===== src/rtl/vec_mem_responder.sv =====
// vec_mem_responder: turns one vector load/store request into NUM_ELEM
// sequential scalar accesses on a single-port RAM, then returns the assembled
// vector (load) or a completion (store) on a valid/ready response channel.
// Optional feature macro: VEC_MEM_STRIDE_EN adds req_stride (element k is at
// base + k*stride); without it the stride is fixed at 1.
module vec_mem_responder #(
    parameter int ELEM_W   = 16,
    parameter int NUM_ELEM = 16,
    parameter int ADDR_W   = 19,
    parameter int RD_LAT   = 1
) (
    input  logic                         clk,
    input  logic                         rst,
    input  logic                         req_valid,
    output logic                         req_ready,
    input  logic                         req_write,
    input  logic [ADDR_W-1:0]            req_addr,
`ifdef VEC_MEM_STRIDE_EN
    input  logic [ADDR_W-1:0]            req_stride,
`endif
    input  logic [NUM_ELEM*ELEM_W-1:0]   req_wdata,
    output logic                         rsp_valid,
    input  logic                         rsp_ready,
    output logic                         rsp_write,
    output logic [NUM_ELEM*ELEM_W-1:0]   rsp_rdata,
    output logic [ADDR_W-1:0]            ram_addr,
    output logic [ELEM_W-1:0]            ram_wdata,
    output logic                         ram_wren,
    input  logic [ELEM_W-1:0]            ram_q,
    output logic                         busy
);

    localparam int CNT_W = (NUM_ELEM > 1) ? $clog2(NUM_ELEM) : 1;
    localparam logic [CNT_W-1:0] LAST = CNT_W'(NUM_ELEM - 1);

    typedef enum logic [1:0] {IDLE, ISSUE, DRAIN, RESP} state_t;

    state_t                           state, state_nxt;
    logic                             wr_q;
    logic [NUM_ELEM-1:0][ELEM_W-1:0]  wdata_q;
    logic [NUM_ELEM-1:0][ELEM_W-1:0]  acc;
    logic [CNT_W-1:0]                 cnt;
    logic [RD_LAT-1:0]                rd_vld;
    logic [RD_LAT-1:0][CNT_W-1:0]     rd_idx;
    logic [ADDR_W-1:0]                stride_q;

    logic accept, issue_last, cap, cap_last;

    assign accept     = req_valid && req_ready;
    assign issue_last = (state == ISSUE) && (cnt == LAST);
    // The oldest stage of the read tracker lines up with valid ram_q.
    assign cap        = rd_vld[RD_LAT-1];
    assign cap_last   = cap && (rd_idx[RD_LAT-1] == LAST);

`ifdef VEC_MEM_STRIDE_EN
    // Stride is latched with the rest of the request so it cannot change mid-op.
    always_ff @(posedge clk) begin
        if (rst)         stride_q <= '0;
        else if (accept) stride_q <= req_stride;
    end
`else
    assign stride_q = ADDR_W'(1);
`endif

    // State register.
    always_ff @(posedge clk) begin
        if (rst) state <= IDLE;
        else     state <= state_nxt;
    end

    // Next-state: stores skip DRAIN since nothing is outstanding.
    always_comb begin
        state_nxt = state;
        case (state)
            IDLE:    if (accept)     state_nxt = ISSUE;
            ISSUE:   if (issue_last) state_nxt = wr_q ? RESP : DRAIN;
            DRAIN:   if (cap_last)   state_nxt = RESP;
            RESP:    if (rsp_ready)  state_nxt = IDLE;
            default:                 state_nxt = IDLE;
        endcase
    end

    // Request latch, RAM address/data sequencing, read tracking and capture.
    always_ff @(posedge clk) begin
        if (rst) begin
            wr_q      <= 1'b0;
            wdata_q   <= '0;
            acc       <= '0;
            cnt       <= '0;
            ram_addr  <= '0;
            ram_wdata <= '0;
            ram_wren  <= 1'b0;
            rd_vld    <= '0;
            rd_idx    <= '0;
        end else begin
            if (accept) begin
                // Element 0 goes out in the cycle right after the accept.
                wr_q      <= req_write;
                wdata_q   <= req_wdata;
                acc       <= '0;
                cnt       <= '0;
                ram_addr  <= req_addr;
                ram_wdata <= req_wdata[ELEM_W-1:0];
                ram_wren  <= req_write;
            end else if (issue_last) begin
                ram_wren  <= 1'b0;
            end else if (state == ISSUE) begin
                cnt       <= cnt + CNT_W'(1);
                ram_addr  <= ram_addr + stride_q;
                ram_wdata <= wdata_q[cnt + CNT_W'(1)];
            end

            for (int i = RD_LAT - 1; i > 0; i--) begin
                rd_vld[i] <= rd_vld[i-1];
                rd_idx[i] <= rd_idx[i-1];
            end
            rd_vld[0] <= (state == ISSUE) && !wr_q;
            rd_idx[0] <= cnt;

            if (cap) acc[rd_idx[RD_LAT-1]] <= ram_q;
        end
    end

    assign req_ready = (state == IDLE) && !rst;
    assign rsp_valid = (state == RESP);
    assign rsp_write = (state == RESP) && wr_q;
    assign rsp_rdata = acc;
    assign busy      = (state != IDLE);

endmodule


===== config.mk =====
export PLATFORM = sky130hd
export DESIGN_NAME = vec_mem_responder
export DESIGN_NICKNAME = d
export VERILOG_FILES = /design/src/rtl/vec_mem_responder.sv
export SDC_FILE = /design/constraint.sdc
export NUM_CORES = 1
export LEC_CHECK = 0
export BUFFER_PORTS_ARGS = -buffer_cell sky130_fd_sc_hd__buf_4
export CORE_UTILIZATION = 40
export CTS_CLUSTER_SIZE = 40
export DETAILED_ROUTE_END_ITERATION = 6
export GPL_ROUTABILITY_DRIVEN = 0
export PLACE_DENSITY = 0.63
export SETUP_SLACK_MARGIN = 0.15
export SLEW_MARGIN = 20
export SYNTH_ARGS = -nofsm -noshare
export SYNTH_HDL_FRONTEND = slang
export SYNTH_SLANG_ARGS = --single-unit

===== constraint.sdc =====
create_clock -name clk -period 4.5 [get_ports clk]
set_clock_uncertainty 0.2 [all_clocks]
set_input_delay 0.675 -clock clk [delete_from_list [all_inputs] [get_ports clk]]
set_output_delay 0.675 -clock clk [all_outputs]
set_load 0.05 [all_outputs]

== Word-level counts from Yosys, hierarchy flattened ==
Cells that the tools add are included.

* Shifts and indexed selects: 0
* Multiplexer cells: 22
* Order comparisons: 3
* Add/subtract/negate cells: 2
* Reduce and logical (&&, ||, !) cells: 17
* Divide/modulo/power cells: 0
* Bitwise logic cells: 1
* Equality and inequality tests: 10
* $mul: 0

{| class="wikitable"
|+ Operators by type and width
! kind !! number
|-
| $mux W256 || 3
|-
| $bwmux W256 || 1
|-
| $mux W16 || 5
|-
| $bmux W16 S4 || 1
|-
| $demux W16 S4 || 1
|-
| $mux W19 || 3
|-
| $add A19 B1 Y19 const B || 1
|-
| $lt A4 B5 Y1 const B || 2
|-
| $eq A4 B4 Y1 const B || 2
|-
| $mux W2 || 4
|-
| $ne A2 B2 Y1 const B || 4
|-
| $pmux W2 S4 || 1
|-
| $logic_and A1 B1 Y1 || 7
|-
| $reduce_bool A2 Y1 || 3
|-
| $add A4 B1 Y4 const B || 1
|-
| $eq A2 B2 Y1 const B || 2
|-
| $ge A4 B1 Y1 const B || 1
|-
| $reduce_and A2 Y1 || 2
|-
| $reduce_and A4 Y1 || 1
|-
| $mux W1 || 3
|-
| $eq A2 B1 Y1 const B || 1
|-
| $logic_not A1 Y1 || 2
|-
| $logic_not A2 Y1 || 1
|-
| $ne A2 B1 Y1 const B || 1
|-
| other kinds (2) || 2
|}

* Memories: 0
* Memory bits (writable): 0
* Memory bits (read-only): 0
* Bits in latches: 0
* Word-level logic and storage cells: 95
* Bits in registers: 560

== Longest topological paths before layout ==
Gate-level depths: netlist of run 1.

* Word-level depth: 7
* Depth in mapped cells: 10
* Depth with buffers taken out: 7

== Worst setup path before layout of run 1 ==
No wires, ideal clock.

* Kind: in2reg
* Start point: input port rst
* End point: register ram_wdata[10]
* Stages on the path: 6
* Required time: 4241 ps
* Data arrival time: 2490 ps
* Slack: 1751 ps
* Cells stage by stage: buf_6 > nor2b_1 > nand2_1 > nand2_1 > clkbuf_1 > o31a_1

* Word-level cells in the longest chain between the ends: 5

{| class="wikitable"
|+ Ends and longest elaborated chain
! item !! RTL line !! text
|-
| from (decl) || 13 || <nowiki>input logic rst,</nowiki>
|-
| $logic_not A1 Y1 * || 124 || <nowiki>assign req_ready = (state == IDLE) && !rst;</nowiki>
|-
| $logic_and A1 B1 Y1 * || 124 ||
|-
| via req_ready || 15 || <nowiki>output logic req_ready,</nowiki>
|-
| $logic_and A1 B1 Y1 * || 49 || <nowiki>assign accept = req_valid && req_ready;</nowiki>
|-
| $ne A2 B2 Y1 (no source line) / $reduce_bool A2 Y1 (equally long branches) || -- ||
|-
| $reduce_and A2 Y1 (no source line) || -- ||
|-
| to (signal assigned) || 103 || <nowiki>ram_wdata <= req_wdata[ELEM_W-1:0];</nowiki>
|-
| to (signal assigned) || 110 || <nowiki>ram_wdata <= wdata_q[cnt + CNT_W'(1)];</nowiki>
|-
| to (decl) || 27 || <nowiki>output logic [ELEM_W-1:0] ram_wdata,</nowiki>
|}

Mark *: on every way through the listed nets, which the timed path passes. The rest lies on a longest branch.
A chain may end at the register's enable or synchronous reset.

== Worst setup path after layout of run 1 ==
* Start point: register cnt[0]
* End point: register ram_wdata[2]

* Word-level cells in the longest chain between the ends: 6

{| class="wikitable"
|+ Ends and longest elaborated chain
! item !! RTL line !! text
|-
| from (decl) || 42 || <nowiki>logic [CNT_W-1:0] cnt;</nowiki>
|-
| from (signal assigned) || 108 || <nowiki>cnt <= cnt + CNT_W'(1);</nowiki>
|-
| $add A4 B1 Y4 || 110 ||
|-
| $bmux W16 S4 || 110 ||
|-
| $mux W16 (not written as such) || 110 ||
|-
| $mux W16 || 107 || <nowiki>end else if (state == ISSUE) begin</nowiki>
|-
| $mux W16 || 105 || <nowiki>end else if (issue_last) begin</nowiki>
|-
| $mux W16 || 96 || <nowiki>if (accept) begin</nowiki>
|}

Parallel ways exist; a longest one is shown, timed or not. The select of a mux whose other input is x is not followed.

==> impl_metrics.tcl, run 1 <==
set metrics [dict create \
    synth.avg_cell_area_um2 8.39 \
    nFillCells 5346 \
    hold_depth 3 \
    whs_endpoint "wdata_q[173]" \
    drcViolationCount 0 \
    post_cts.repair.setup_buffers 0 \
    placed_cells 3862 \
    syn-num-nets 3044 \
    antenna_found_initial 5 \
    synth.top_cells.by_count "nand2_1 (570), dfxtp_1 (560), a21oi_1 (290), o21ai_0 (273), nand3_1 (271)" \
    dr_total_vias 21300 \
    setup_viol 0 \
    io_pins 592 \
    final_layout_size_suffix_gt1_frac 0.249 \
    h-tree-depth 2 \
    fin_nets 3472 \
    viasPerCell 5.36 \
    instances_no_fill 3979 \
    cts_tree "done" \
    drv_cap 0 \
    arrival_ps 3710 \
    synth_top_flop_cell "dfxtp_1" \
    rows 87 \
    clockRootBuffer "clkbuf_16" \
    slew_viol_final 0 \
    synthCells 2741 \
    totalPowerFinal_w 0.0144 \
    outcome "finished, final reports clean" \
    grt_pass1_vias 20300 \
    yosys.area.top_type_share 0.488 \
    area_delta_synth_final_pct 29.3 \
    die_h_um 242 \
    r2r-start "cnt[0]" \
    synth_warnings 0 \
    power_leakage_nw 11.2 \
    ys_seq_area_frac 0.488 \
    clkSinkCount 560 \
    grt_pass1_wl_um 125000 \
    path_max_fanout 44 \
    required_ps 4800 \
    ir_drop_v 0.000358 \
    synth.cell_area_mm2 0.0230 \
    clk_pin_slew_ps 60 \
    drt_iter0_drc 1722 \
    grt_use_total 0.276 \
    setup_tns_ps 0 \
    fin_crit_ps 3410 \
    cts_hold_buf 0 \
    dpl_cell_area_mm2 0.0276 \
    cp-end-kind "flop" \
    r2r_cells 5 \
    cts_resized 0 \
    clockBufferDepth 3 \
    clk_latency_ps 630 \
    die-area_mm2 0.0584 \
    synthTopCellsByArea "dfxtp_1 (49%), nand2_1 (9.3%), nand2b_1 (7.1%)" \
    synth_top_cell_by_area "dfxtp_1" \
    rsz0062_at_grt "no" \
    hp-start "req_wdata[173]" \
    start_kind "flop" \
    die_x_um 242 \
    final_util 0.525 \
    hold_class "input port to flop" \
    fp.coreArea_mm2 0.0566 \
    yosysMostFrequentCell "nand2_1" \
    routed_wirelength_um 83800 \
    power_density_mw_per_mm2 483 \
    start_util 0.406 \
    ys_seq_elements 560 \
    crit_type "flop to flop" \
    worstReg2RegEnd "ram_wdata[2]" \
    first_pass_iters 7 \
    gr-total-overflow 0 \
    synth_edf_count 0 \
    hold_viol 0 \
    grt_max_degree 247 \
    yosys.cell_types.count 46 \
    wl_per_cell_um 21.1 \
    port_buffers 591 \
    fmax_ghz 0.293 \
    worst_pin_slew_ps 1070 \
    cts_buffers 60 \
    ant_nets 0 \
    fin_crit_sh 0.758 \
    finalInstanceArea_mm2 0.0297 \
    max_slew_margin 0.284 \
    async_reset_ff_frac 0 \
    rrSetupSlack_ps 1090 \
    dp_hpwl_um 59400 \
]
[worst max-delay path by stage]
stage / endpoint / start / cells after the start
floorplan: ram_wdata[10] / rst / 6
global placement: ram_wdata[1] / cnt[0] / 6
detailed placement: ram_wdata[1] / cnt[0] / 6
CTS: ram_wdata[2] / cnt[0] / 5
global route: ram_wdata[2] / cnt[0] / 5
finish: ram_wdata[2] / cnt[0] / 5
[critical path, cell delays in order (launching register included)]
cell and delay, ps:
dfxtp_4 590, ha_4 320, and3_1 250, nor2_2 790, nand2_1 640, o31a_1 450
[sequential cells by signal, indices dropped and copies added, names as in the netlist]
name / cells
cap: 1
cnt: 4
ram_addr: 19
ram_wdata: 16
ram_wren: 1
rd_idx: 4
rsp_rdata: 256
state: 2
wdata_q: 256
wr_q: 1
[through the flow]
stage	hold WS (ps)	setup WS [ps]
floorplan	246	1750
global placement	255	1100
detailed placement	259	1080
CTS	4.17	1060
global route	35.8	811
finish	38.4	1090
[power by group]
group	internal, W	switching (W)
Combinational	0.00122	0.00197
Sequential	0.00554	0.000469
Clock	0.00305	0.00210
[per-layer routing]
| layer | GRT usage | vias to the layer above | share of wire |
|---|---|---|---|
| met1 | 0.325 | 10200 | 0.38 |
| met4 | 0.108 | 4 | 0.039 |
| met3 | 0.0555 | 149 | 0.077 |
| met2 | 0.489 | 880 | 0.50 |
| met5 | 0 | - | 0.00032 |
| li1 | - | 10100 | - |
[cell type report]
type                    instances  area, um2  share of cell area
diodes                          3       7.51            0.000253
clock buffers                  86       1750              0.0588
clock inverters                27        322              0.0108
inverters                      38        143             0.00480
multi-input cells            1897      10700               0.359
flip-flops and latches        560      11200               0.377
well taps                     756        946              0.0318
repair buffers                612       4680               0.157
[layout by cell type (no fill, tap or decap), types with 31 or more instances in the layout]
master,n
buf_4,605
nand2_1,569
dfxtp_1,559
a21oi_1,290
o21ai_0,273
nand3_1,271
nand2b_1,261
mux4_2,64
clkbuf_16,60
inv_1,31
[logic make-up (layout without fill, tap and decap cells)]
family,Yosys count,count (layout),synth area share
AO/OA/AOI/OAI,624,624,0.143
XOR/XNOR,21,21,0.00800
adder cells (fa/ha/maj),7,7,0.00381
buffers and inverters,284,763,0.0518
flip-flops,560,560,0.488
multiplexers,67,67,0.0640
other,0,3,0
AND/OR/NAND/NOR,1178,1178,0.242
(Power assumes the default switching activity.)
==> inputs of run 2 (changes only) <==
- clock period: 4.5 -> 3.6 ns (I/O delays scaled with it)
==> impl_metrics.tcl, run 2 (synthesis results as in run 1) <==
set metrics [dict create \
    grt_use_total 0.294 \
    fin_crit_ps 2630 \
    io_pins 592 \
    drcViolationCount 0 \
    grt_max_degree 244 \
    hold_viol 0 \
    slew_viol_final 0 \
    rsz0062_at_grt "no" \
    routed_wirelength_um 89600 \
    fin_nets 3738 \
    wl_per_cell_um 21.1 \
    arrival_ps 2930 \
    final_layout_size_suffix_gt1_frac 0.230 \
    area_delta_synth_final_pct 40.8 \
    setup_viol 0 \
    worst_pin_slew_ps 1110 \
    drt_iter0_drc 1929 \
    finalInstanceArea_mm2 0.0324 \
    port_buffers 591 \
    cts_tree "done" \
    power_density_mw_per_mm2 563 \
    nFillCells 5081 \
    clkSinkCount 560 \
    fp.coreArea_mm2 0.0566 \
    power_leakage_nw 12.4 \
    fmax_ghz 0.380 \
    die_h_um 242 \
    clk_pin_slew_ps 60 \
    crit_type "flop to flop" \
    first_pass_iters 5 \
    drv_cap 0 \
    clockBufferDepth 3 \
    rows 87 \
    dpl_cell_area_mm2 0.0278 \
    required_ps 3900 \
    path_max_fanout 38 \
    die_x_um 242 \
    gr-total-overflow 0 \
    die-area_mm2 0.0584 \
    ir_drop_v 0.000444 \
    clk_latency_ps 610 \
    setup_tns_ps 0 \
    hold_class "input port to flop" \
    grt_pass1_vias 22100 \
    grt_pass1_wl_um 133000 \
    cp-end-kind "flop" \
    ant_nets 0 \
    outcome "finished, final reports clean" \
    dr_total_vias 22600 \
    start_kind "flop" \
    final_cell_mix "buf_4 (611), nand2_1 (569), dfxtp_1 (559)" \
    clockRootBuffer "clkbuf_16" \
    final_common_cell "buf_4" \
    fin_crit_sh 0.730 \
    h-tree-depth 2 \
    cts_buffers 58 \
    antenna_found_initial 8 \
    dp_hpwl_um 61800 \
    max_slew_margin 0.255 \
    start_util 0.406 \
    viasPerCell 5.34 \
]
## run 2: report_power, final
| group | leakage, nW | internal [W] | switching [W] |
|---|---|---|---|
| logic | 6.81 | 0.00176 | 0.00251 |
| clock network | 1.00 | 0.00382 | 0.00256 |
| registers | 4.57 | 0.00693 | 0.000657 |
## run 2: per-stage QoR
step | power (W) | utilization | hold slack, ps | instances | setup slack, ps
final | 0.0182 | 0.572 | 31.4 | 4242 | 971
after CTS | 0.0183 | 0.572 | 4.57 | 4235 | 924
after global placement | 0.0117 | 0.491 | 254 | 3875 | 907
after detailed placement | 0.0117 | 0.491 | 260 | 3875 | 919
after global routing | 0.0190 | 0.572 | 17.4 | 4242 | 831
after floorplan | 0.0102 | - | 246 | 2741 | 974
## run 2: path summary, 6_finish.rpt
| check | depth (start not counted) | start | slack [ps] | endpoint |
|---|---|---|---|---|
| hold / removal | 3 | req_wdata[1] | 30 | wdata_q[1] |
| setup / recovery | 6 | cnt[0] | 970 | ram_wdata[9] |
| hold reg to reg | 2 | rsp_rdata[16] | 270 | rsp_rdata[16] |
| setup reg to reg | 6 | cnt[0] | 970 | ram_wdata[9] |
## run 2: cell type report
cell class	count	area [um2]	area share
diodes	7	17.5	0.000541
clock buffers	81	1680	0.0519
clock inverters	23	350	0.0108
inverters	38	143	0.00441
multi-input cells	1897	10600	0.328
flip-flops and latches	560	11200	0.346
well taps	756	946	0.0292
repair buffers	880	7400	0.229
## run 2: routing by layer
| layer | routed length (um) | track usage |
|---|---|---|
| met3 | 6910 | 0.0644 |
| met5 | 13 | 0 |
| met4 | 5350 | 0.164 |
| met2 | 44000 | 0.512 |
| met1 | 33300 | 0.333 |
## run 2: worst max-delay path, stage by stage (launching register included)
cell	delay, ps
dfxtp_4	600
ha_4	610
buf_4	270
mux4_2	300
nand2_1	120
a21oi_1	90
o31a_1	300
## run 2: what timing repair did
| action | in CTS | in global routing |
|---|---|---|
| hold endpoints to repair | 257 | 0 |
| gates resized for setup | 0 | 0 |
| hold buffers | 256 | 0 |
| setup endpoints to repair | 0 | 0 |
| setup buffers | 0 | 0 |
